$ cat src/rtl/captura_pixeles.sv
// captura_pixeles: captures RGB565 byte pairs from a parallel camera port,
// repacks each pixel into the configured output format and writes it into a
// frame-buffer RAM, one frame per VSYNC period.
module captura_pixeles #(
  parameter  int FORMAT  = 0,    // 0 = RGB332, 1 = RGB444, 2 = RGB565
  parameter  int H_PIX   = 160,  // pixels per stored line
  parameter  int V_LINES = 120,  // lines per stored frame
  parameter  int ADDR_W  = 15,   // RAM address width
  localparam int DW      = (FORMAT == 0) ? 8 : (FORMAT == 1) ? 12 : 16
) (
  input  logic              PCLK,
  input  logic              RST_N,
  input  logic              HREF,
  input  logic              VSYNC,
  input  logic [7:0]        D,
  input  logic              EN,
  output logic [DW-1:0]     DP_RAM_data_in,
  output logic [ADDR_W-1:0] DP_RAM_addr_in,
  output logic              DP_RAM_regW,
  output logic              FRAME_DONE,
  output logic              LINE_ERR,
  output logic [7:0]        FRAME_CNT
);

  // Reject unsupported builds at elaboration time.
  if (FORMAT < 0 || FORMAT > 2) begin : g_bad_format
    $error("captura_pixeles: FORMAT must be 0, 1 or 2");
  end
  if (H_PIX * V_LINES > 2 ** ADDR_W) begin : g_bad_size
    $error("captura_pixeles: H_PIX*V_LINES does not fit in ADDR_W address bits");
  end

  localparam int PIX_W  = $clog2(H_PIX + 1);
  localparam int LINE_W = $clog2(V_LINES + 1);
  localparam int BASE_W = ADDR_W + 1;   // line base may reach H_PIX*V_LINES

  localparam logic [PIX_W-1:0]  PIX_MAX   = PIX_W'(H_PIX);
  localparam logic [LINE_W-1:0] LINE_MAX  = LINE_W'(V_LINES);
  localparam logic [BASE_W-1:0] BASE_STEP = BASE_W'(H_PIX);

  typedef enum logic [1:0] {
    IDLE    = 2'd0,
    ARMED   = 2'd1,
    CAPTURE = 2'd2
  } state_t;

  state_t state, state_next;

  // Registered camera inputs plus one more stage for edge detection.
  logic       href_q, href_qq;
  logic       vsync_q, vsync_qq;
  logic [7:0] d_q;

  logic              phase;    // 0 = expecting byte 0, 1 = expecting byte 1
  logic [7:0]        byte0;    // first byte of the pixel being assembled
  logic [PIX_W-1:0]  pix;      // pixel index within the current line (saturating)
  logic [LINE_W-1:0] line;     // line index within the frame (saturating)
  logic [BASE_W-1:0] base;     // line * H_PIX, kept incrementally

  logic frame_start, frame_stop;
  logic vsync_fall, vsync_rise;
  logic in_cap, byte_hi, line_end, pix_ok, wr_ok;

  logic [15:0]       rgb565;
  logic [DW-1:0]     pix_packed;
  logic [ADDR_W-1:0] wr_addr;
  logic              unused_rgb;

  assign vsync_fall = vsync_qq & ~vsync_q;
  assign vsync_rise = ~vsync_qq & vsync_q;
  assign in_cap     = (state == CAPTURE);
  assign byte_hi    = in_cap & href_q & phase;
  assign line_end   = in_cap & href_qq & ~href_q;
  assign pix_ok     = (pix < PIX_MAX) && (line < LINE_MAX);
  assign wr_ok      = byte_hi & pix_ok;
  assign wr_addr    = ADDR_W'(base + BASE_W'(pix));
  assign rgb565     = {byte0, d_q};
  // Narrow formats drop some colour bits on purpose.
  assign unused_rgb = ^rgb565;

  // Input sampling: every decision below works on these registered copies.
  always_ff @(posedge PCLK or negedge RST_N) begin
    if (!RST_N) begin
      href_q   <= 1'b0;
      href_qq  <= 1'b0;
      vsync_q  <= 1'b0;
      vsync_qq <= 1'b0;
      d_q      <= 8'd0;
    end else begin
      // NOTE: non-blocking so each stage samples the value from before the edge.
      href_q   <= HREF;
      href_qq  <= href_q;
      vsync_q  <= VSYNC;
      vsync_qq <= vsync_q;
      d_q      <= D;
    end
  end

  // Frame state register.
  always_ff @(posedge PCLK or negedge RST_N) begin
    if (!RST_N) state <= IDLE;
    else        state <= state_next;
  end

  // Frame sequencing: arm on blanking, capture from VSYNC fall to VSYNC rise.
  always_comb begin
    // NOTE: defaults first so every path assigns every output and no latch is inferred.
    state_next  = state;
    frame_start = 1'b0;
    frame_stop  = 1'b0;
    case (state)
      IDLE: begin
        if (vsync_q) state_next = ARMED;
      end
      ARMED: begin
        if (vsync_fall && EN) begin
          state_next  = CAPTURE;
          frame_start = 1'b1;
        end
      end
      CAPTURE: begin
        if (vsync_rise) begin
          state_next = ARMED;
          frame_stop = 1'b1;
        end
      end
      default: state_next = IDLE;
    endcase
  end

  // Repack the assembled RGB565 pixel into the output format.
  always_comb begin
    pix_packed = '0;
    case (FORMAT)
      0:       pix_packed = DW'({rgb565[15:13], rgb565[10:8], rgb565[4:3]});
      1:       pix_packed = DW'({rgb565[15:12], rgb565[10:7], rgb565[4:1]});
      default: pix_packed = DW'(rgb565);
    endcase
  end

  // Byte phase, pixel/line position and sticky line-error tracking.
  always_ff @(posedge PCLK or negedge RST_N) begin
    if (!RST_N) begin
      phase    <= 1'b0;
      byte0    <= 8'd0;
      pix      <= '0;
      line     <= '0;
      base     <= '0;
      LINE_ERR <= 1'b0;
    end else if (frame_start) begin
      phase    <= 1'b0;
      pix      <= '0;
      line     <= '0;
      base     <= '0;
      LINE_ERR <= 1'b0;
    end else if (in_cap) begin
      phase <= href_q ? ~phase : 1'b0;
      if (href_q && !phase) byte0 <= d_q;
      if (byte_hi) begin
        if (pix_ok) pix      <= pix + 1'b1;
        else        LINE_ERR <= 1'b1;
      end
      if (line_end) begin
        // Short line or a dangling first byte both flag an error; the
        // dangling byte is simply forgotten when the phase clears.
        if (pix < PIX_MAX || phase) LINE_ERR <= 1'b1;
        pix <= '0;
        if (line < LINE_MAX) begin
          line <= line + 1'b1;
          base <= base + BASE_STEP;
        end
      end
    end else begin
      phase <= 1'b0;
    end
  end

  // RAM write port and frame completion outputs.
  always_ff @(posedge PCLK or negedge RST_N) begin
    if (!RST_N) begin
      DP_RAM_data_in <= '0;
      DP_RAM_addr_in <= '0;
      DP_RAM_regW    <= 1'b0;
      FRAME_DONE     <= 1'b0;
      FRAME_CNT      <= 8'd0;
    end else begin
      DP_RAM_regW <= wr_ok;
      FRAME_DONE  <= frame_stop;
      if (wr_ok) begin
        DP_RAM_data_in <= pix_packed;
        DP_RAM_addr_in <= wr_addr;
      end
      if (frame_stop) FRAME_CNT <= FRAME_CNT + 8'd1;
    end
  end

endmodule

$ cat config.mk
export PLATFORM = sky130hd
export DESIGN_NAME = captura_pixeles
export DESIGN_NICKNAME = d
export VERILOG_FILES = /design/src/rtl/captura_pixeles.sv
export SDC_FILE = /design/constraint.sdc
export NUM_CORES = 1
export LEC_CHECK = 0
export ABC_AREA = 1
export CORE_MARGIN = 10
export CORE_UTILIZATION = 55
export DETAILED_ROUTE_END_ITERATION = 8
export GPL_TIMING_DRIVEN = 0
export PLACE_DENSITY_LB_ADDON = 0.12
export SKIP_LAST_GASP = 1
export SYNTH_ARGS = -nofsm -noshare
export SYNTH_HDL_FRONTEND = slang
export SYNTH_SLANG_ARGS = --single-unit
$ cat constraint.sdc
create_clock -name PCLK -period 2 [get_ports PCLK]
set_input_delay 0.5 -clock PCLK [delete_from_list [all_inputs] [get_ports PCLK]]
set_output_delay 0.5 -clock PCLK [all_outputs]
set_load 0.005 [all_outputs]
== Word level (Yosys, flattened, before mapping) ==
Cells that the tools add are included.
Word-level totals
  bits in registers: 88
  output and inout bits: 34
Cells by class
  add/subtract/negate cells: 5
  order comparisons: 2
  reduce and logical (&&, ||, !) cells: 15
  equal/unequal tests: 5
  mux-type cells: 30
  bitwise gates (word level): 12
Operator list (number)
  2-to-1 mux 16 bit: 4
  2-to-1 mux 8 bit: 5
  2-to-1 mux 7 bit: 4
  adder 16 x 8 -> 16 bit, second input constant: 1
  adder 8 x 1 -> 8 bit, second input constant: 2
  adder 15 x 8 -> 15 bit: 1
  2-to-1 mux 1 bit: 13
  AND reduction 3 bit: 4
  less-than comparator 8 bit, second input constant: 1
  adder 7 x 1 -> 7 bit, second input constant: 1
  bitwise AND 1 bit: 7
  less-than comparator 7 bit, second input constant: 1
  2-to-1 mux 2 bit: 3
  != test 2 bit, second input constant: 3
  case mux 2 bit (3 select lines): 1
  nonzero test 2 bit: 3
  nonzero test 3 bit: 2
  NOT 1 bit: 5
  logical AND 1 bit: 3
  == test 2 x 1 -> 1 bit, second input constant: 1
  == test 2 bit, second input constant: 1
  logical NOT 2 bit: 1
  logical NOT 1 bit: 1
  logical OR 1 bit: 1

== Longest topological paths before layout ==
Gate-level depths: netlist of the first run.
  depth after elaboration: 8
  mapped depth: 11
  gate-level depth less buffers: 11

== Worst setup path before layout of the first run ==
No wires, ideal clock.
  path type: register to register
  start: reg pix[6]
  end: reg DP_RAM_addr_in[13]
  required time: 1.884 ns
  data arrival time: 1.296 ns
  cell stages (with the launch flop): 12
  setup slack: 0.587 ns
  setup time: 0.116 ns
  clock period less this slack: 1.413 ns
  path buffers: 0
  cell sequence: dfrtp_1 -> ha_1 -> nand2_1 -> nand2_1 -> nand2_1 -> nand2_1 -> nand2_1 -> inv_1 -> nand2_1 -> nand2_1 -> nand2_1 -> nand2_1
Between the ends
  cells in the longest elaborated chain, start to end: 3
  elaborated cells on any way between the ends: 4
  those cells by class: add/sub: 1; order compare: 1; bitwise: 1; reduce/logical: 1
Ends and longest elaborated chain
  start: declaration: line 56  | logic [PIX_W-1:0] pix;
  start signal: assignment: line 160  | if (pix_ok) pix <= pix + 1'b1;
  less-than comparator 8 bit: line 74  | assign pix_ok = (pix < PIX_MAX) && (line < LINE_MAX);
  logical AND 1 bit: line 74
  bitwise AND 1 bit: line 75  | assign wr_ok = byte_hi & pix_ok;
  end signal: assignment: line 191  | DP_RAM_addr_in <= wr_addr;
  end: declaration: line 18  | output logic [ADDR_W-1:0] DP_RAM_addr_in,
Parallel ways exist; a longest one is shown, timed or not.
A chain may end at the register's enable or synchronous reset.

== Worst setup path in the final report of the first run ==
  start: reg FRAME_CNT[3]
  end: out FRAME_CNT[3]
RTL lines
  start: declaration: line 22  | output logic [7:0] FRAME_CNT
  start signal: assignment: line 193  | if (frame_stop) FRAME_CNT <= FRAME_CNT + 8'd1;
No word-level cell between the ends.

==> results by group, run 1 <==
Run status
  – Status: finished clean

Clocking
  – CTS Sinks: 80
  – CTS HTree Levels: 3
  – Setup Buffers After CTS: 0
  – # resized after CTS: 0
  – Clk_lat worst skew: 0.35 ns
  – CTS root buf: clkbuf_8
  – Total CTS buffers: 9
  – Hold-fix buffers at CTS: 0
  – CTS tree: built
  – CTS Buffer Depth: 2
  – Clock transition at path regs: 0.09 ns

Timing
  – Worst-Margin Slew: 0.6155 ns
  – Clock Skews: 0.008973 ns
  – PnR worst setup slack: 0.2006 ns
  – # setup viols final: 0
  – Worst rel slew slack: 58.54%
  – Final period util: 89.97%
  – Final min period: 1.799 ns
  – Fmax: 555.7 MHz
  – Setup repair after global routing missed its margin: no
  – Fin. max-slew vios: 0
  – Final hold vios: 0

Setup path
  – WP data required: 1.50 ns
  – Flop2flop setup slack: 0.39 ns
  – Critical-path cell list: clkdlybuf4s50_1
  – Cell family with most CP delay: buffers and inverters
  – Arrival @ worst endpoint: 1.30 ns
  – Reg2reg path depth: 9
  – Critical Path Fanout Max: 5
  – CP endpoint kind: output port
  – CP max stage cell: clkdlybuf4s50_1
  – Launch point of the worst reg-to-reg path: base[7]
  – Crit Path Class: register to output port
  – Buf+Inv Stages, Crit Path: 1
  – Worst r2r dst: DP_RAM_addr_in[11]
  – Worst setup SP type: register
  – Max stage delay on crit path: 0.53 ns

Floorplan
  – Initial cell density of the core: 56.05%
  – Core box area: 6719 um2
  – DIE WIDTH: 102.8 um
  – Row Count: 30
  – Die area: 10560 um2
  – Chip height: 102.8 um
  – IO Pins: 47

GRT
  – Total GRT Usage: 15.90%
  – Antenna violations before repair: 0
  – Largest net degree at the start of global routing: 59
  – Grt total ovfl: 0
  – Vias in the first global route: 2992
  – First-pass GRT wire length: 13420 um

Worst hold path
  – Worst Hold Class: input port to asynchronous set/reset pin

Logic synthesis
  – Ys Warns: 0
  – Synth cell types: 34
  – Flops & latches, synth: 80
  – Synth top cells by count: nand2_1 (121), dfrtp_1 (80), inv_1 (45), nand3_1 (32), o21ai_0 (28)
  – Top cell type's share of synthesized area: 53.16%
  – Post-synthesis sequential area ratio: 53.16%
  – Async S/R FF share, synth: 100.0%
  – EDFF count, synth: 0
  – Avg Inst Size Synth: 8.882 um2
  – Post-synthesis cell area: 3766 um2
  – Syn_nets: 444
  – Most used DFF post-synth: dfrtp_1
  – Cell count after synthesis: 424
  – Count leader, synth: nand2_1
  – Area contributors post-synth: dfrtp_1 (53%), nand2_1 (12%), inv_1 (4.5%), nand3_1 (4.3%), o21ai_0 (3.7%)
  – Synth area leader: dfrtp_1

Pwr
  – Power Total: 0.003673 W
  – Peak VDD IR: 0.8099 mV
  – Leakage: 2.178 nW
  – PwrDens: 809.0 nW/um2

Cells and area
  – Final nets: 502
  – Finished Cell Area: 4539 um2
  – Ant. Diodes: 0
  – Layout area overhead: 20.53%
  – Share of layout cells above drive strength 1: 11.50%

Place
  – Placed cell area: 4352 um2
  – Setup slack at placement: -0.02967 ns
  – GP Congestion: 0.8538
  – IO Port Bufs: 46
  – Detail Placement HPWL: 5607 um

Drt
  – Wire per inst: 13.49 um
  – Remaining antenna violation count after routing: 0
  – DR iter-0 viols: 178
  – Vias: 2894
  – Total iterations of the first detailed-routing run: 4
  – Detailed-route DRC error count: 0
  – Routed vias/inst: 5.104
  – DRT Wirelength: 7647 um

Flow run
  – Max-Cap Viols: 0
## final cells by class
cell class	count	area, um2
Sequential cell	80	2002
Fill cell	539	2180
Multi-Input combinational cell	282	1476
Clock buffer	10	137.6
Clock inverter	6	50.05
Tap cell	80	100.1
Timing Repair Buffer	47	485.5
Inverter	53	206.4
Buffer	9	81.33
## metrics by stage
step	hold WS, ns	utilization, %	setup TNS, ns	std cells
3_3_place_gp	0.3932	64.39	-188.87	550
3_5_place_dp	0.3965	64.77	-0.04178	551
5_1_grt	0.04809	67.56	0	567
2_1_floorplan	0.2044	-	0	424
4_1_cts	0.03333	67.56	0	567
6_report	0.03566	67.56	0	567
## kinds of logic after synthesis
kind of cell | synth area share (%)
simple gates | 26.05
flops | 53.16
buf+inv | 7.641
compound gates | 8.272
xor+xnor | 2.558
fa+ha+maj | 2.325
## worst max path at each step
| stage | start | endpoint | cells past startpoint |
|---|---|---|---|
| 6_report | FRAME_CNT[3] | FRAME_CNT[3] | 1 |
| 2_1_floorplan | pix[6] | DP_RAM_addr_in[13] | 11 |
| 3_3_place_gp | RST_N | FRAME_CNT[2] | 1 |
| 4_1_cts | FRAME_CNT[4] | FRAME_CNT[4] | 1 |
| 5_1_grt | FRAME_CNT[2] | FRAME_CNT[2] | 1 |
| 3_5_place_dp | EN | line[2] | 9 |
## per-layer routing
| layer | share of wire [%] | vias up | global-route usage, % |
|---|---|---|---|
| met1 | 46 | 1357 | 19.34 |
| met3 | 5.9 | 4 | 3.954 |
| met5 | 0 | - | 0 |
| met4 | 0.60 | 0 | 7.380 |
| met2 | 48 | 61 | 26.01 |
| li1 | - | 1472 | - |
## state kept, by name, summed over array words and instances (netlist names)
signal	cells
DP_RAM_addr_in	15
base	10
DP_RAM_data_in	8
FRAME_CNT	8
d_q	8
pix	8
line	7
byte0	6
state	2
DP_RAM_regW	1
FRAME_DONE	1
LINE_ERR	1
href_q	1
href_qq	1
phase	1
vsync_q	1
vsync_qq	1
## cells in the final DEF (no fill, tap or decap), types with 9 or more instances in the layout
master / count
nor2_1: 20
clkbuf_8: 10
clkdlybuf4s50_1: 45
nand4_1: 9
nand3_1: 32
dfrtp_1: 80
o21ai_0: 28
o21ai_1: 17
inv_1: 45
nand2_1: 121
## power by group
group,switching (W),internal (W)
logic,0.000357,0.000260
clock network,0.000619,0.000504
registers,0.000144,0.00179
total,0.00112,0.00255
No activity file was read; power rests on OpenSTA's default activity.
==> run 2, diff against run 1 <==
Settings changed: CTS_CLUSTER_DIAMETER set to 40.
==> results of run 2 <==
No change in the layout: final DEF, timing and power equal those of run 1.
==> run 3, diff against run 2 <==
Clock period 2 ns to 1.85 ns, I/O delays scaled along.
==> run 3 against run 2 <==
Against the previous run:
- register-to-register slack lost 0.15 ns
- worst hold slack gained 0.38 ns
- core utilization grew 0.15 points
- flip-flop and latch count is the same
- critical path depth is the same
- die area is the same
- via count shrank 0.76%
- clock skew shrank 0.0011 ns
- sequential power grew 8%
- highest routed layer unchanged
==> results by group, run 3 (same netlist as run 1, synthesis figures left out) <==
Pwr
  – PwrDens: 874.3 nW/um2 (+8.1%)
  – Leakage: 2.182 nW (+0.19%)
  – Peak VDD IR: 0.8779 mV (+8.4%)
  – Power Total: 0.003977 W (+8.3%)

Floorplan
  – Chip height: 102.8 um (unchanged)
  – IO Pins: 47 (unchanged)
  – Initial cell density of the core: 56.05% (unchanged)
  – Row Count: 30 (unchanged)
  – Die area: 10560 um2 (unchanged)
  – Core box area: 6719 um2 (unchanged)
  – DIE WIDTH: 102.8 um (unchanged)

Cells and area
  – Multi-input logic area: 1476 um2 (unchanged)
  – Max FFs per register: 15 (unchanged)
  – Largest regs: DP_RAM_addr_in (15), base (10)
  – Sequential cell area: 2002 um2 (unchanged)
  – Final nets: 503 (+0.20%)
  – Ant. Diodes: 0 (unchanged)
  – Layout area overhead: 20.80%
  – Top reg by flops: DP_RAM_addr_in
  – Post-route non-filler standard cell count: 568 (+0.18%)
  – Finished Cell Area: 4549 um2 (+0.22%)
  – Commonest non-fill, non-tap cell in the layout: nand2_1
  – Most frequent cells in the layout: nand2_1 (121), dfrtp_1 (80), inv_1 (45), clkdlybuf4s50_1 (45), nand3_1 (32)
  – Fillcell total: 538 (-0.19%)
  – Share of layout cells above drive strength 1: 11.48% (-0.024 points)

Setup path
  – Critical-path cell list: clkdlybuf4s50_1
  – CP endpoint kind: output port
  – Buf+Inv Stages, Crit Path: 1 (unchanged)
  – Max stage delay on crit path: 0.53 ns (about the same)
  – Cell family with most CP delay: buffers and inverters
  – Crit Path Class: register to output port
  – Worst setup SP type: register
  – Critical Path Fanout Max: 5 (unchanged)
  – WP data required: 1.39 ns (-0.11 ns)
  – CP max stage cell: clkdlybuf4s50_1
  – Arrival @ worst endpoint: 1.30 ns (about the same)

Clocking
  – Setup Buffers After CTS: 0 (unchanged)
  – Clock transition at path regs: 0.08 ns (about the same)
  – CTS Buffer Depth: 2 (unchanged)
  – Clk_lat worst skew: 0.35 ns (about the same)
  – CTS HTree Levels: 3 (unchanged)
  – Total CTS buffers: 9 (unchanged)
  – CTS root buf: clkbuf_8
  – CTS Sinks: 80 (unchanged)
  – CTS tree: built

Place
  – GP Congestion: 0.8538 (unchanged)
  – Placed cell area: 4352 um2 (unchanged)
  – Placed instance count: 551 (unchanged)
  – Detail Placement HPWL: 5607 um (unchanged)
  – IO Port Bufs: 46 (unchanged)

GRT
  – Vias in the first global route: 2995 (+0.10%)
  – Total GRT Usage: 15.92% (+0.028 points)
  – Antenna violations before repair: 0 (unchanged)
  – Largest net degree at the start of global routing: 59 (unchanged)
  – Grt total ovfl: 0 (unchanged)
  – First-pass GRT wire length: 13450 um (+0.21%)

Worst hold path
  – Worst Hold Class: register to register

Timing
  – Final min period: 1.766 ns
  – Worst-Margin Slew: 0.6118 ns (-0.003702 ns)
  – Final period util: 95.48%
  – Worst rel slew slack: 58.79% (+0.25 points)
  – Final hold vios: 0 (unchanged)
  – Fin. max-slew vios: 0 (unchanged)
  – Setup repair after global routing missed its margin: no
  – Fin Hold WS: 0.4131 ns (+0.3775 ns)
  – # setup viols final: 0 (unchanged)
  – Fmax: 566.2 MHz
  – Clock Skews: 0.007904 ns (-0.001069 ns)

Drt
  – DR iter-0 viols: 139 (-22%)
  – Total iterations of the first detailed-routing run: 4 (unchanged)
  – Vias: 2872 (-0.76%)
  – Routed vias/inst: 5.056 (-0.93%)
  – Remaining antenna violation count after routing: 0 (unchanged)
  – Wire per inst: 13.48 um (about the same)
  – DRT Wirelength: 7656 um (+0.12%)
  – Detailed-route DRC error count: 0 (unchanged)

Run status
  – Status: finished clean

Flow run
  – Max-Cap Viols: 0 (unchanged)
==> run 3: cell type report <==
cell class                 count  share of cell area (%)
inverter                      53                   4.538
multi-input combinational    282                   32.45
tap                           80                   2.200
clock buffer                  10                   3.025
sequential                    80                   44.00
clock inverter                 6                   1.100
buffer                         9                   1.788
timing repair buffer          48                   10.89
==> run 3: path summary, 6_finish.rpt <==
path / from / cells past startpoint / slack, ns / to
hold / removal: vsync_q / 0 / 0.41 / vsync_qq
min in group asynchronous: RST_N / 2 / 0.54 / DP_RAM_data_in[1]
setup / recovery: FRAME_CNT[3] / 1 / 0.08 / FRAME_CNT[3]
setup reg to reg: base[7] / 8 / 0.24 / DP_RAM_addr_in[14]
hold reg to reg: vsync_q / 0 / 0.41 / vsync_qq
max in group asynchronous: RST_N / 3 / 0.74 / byte0[1]
==> run 3: routing by layer <==
layer  share of wire [%]  routed length, um  global-route usage (%)
met1                  46               3537                   19.34
met2                  47               3600                   26.01
met3                 5.6                432                   4.088
met4                 1.1                 85                   7.380
met5                   0                  0                       0
==> run 3: per-stage QoR <==
stage	TNS, ns	setup WS (ns)	util [%]
2_1_floorplan	0	0.4375	-
3_3_place_gp	-198.74	-2.479	64.39
3_5_place_dp	-1.468	-0.1422	64.77
4_1_cts	0	0.05464	67.71
5_1_grt	0	0.01562	67.71
6_report	0	0.08370	67.71
==> run 3: what timing repair did <==
| action | 4_1_cts | 5_1_grt |
|---|---|---|
| hold buffers | 1 | 0 |
| resized for setup | 0 | 0 |
| hold endpoints to repair | 6 | 0 |
==> run 3: power breakdown <==
| part | internal (W) | switching, W | total [W] |
|---|---|---|---|
| Combinational | 0.000282 | 0.000385 | 0.000667 |
| Clock | 0.000545 | 0.000675 | 0.00122 |
| Sequential | 0.00193 | 0.000156 | 0.00209 |
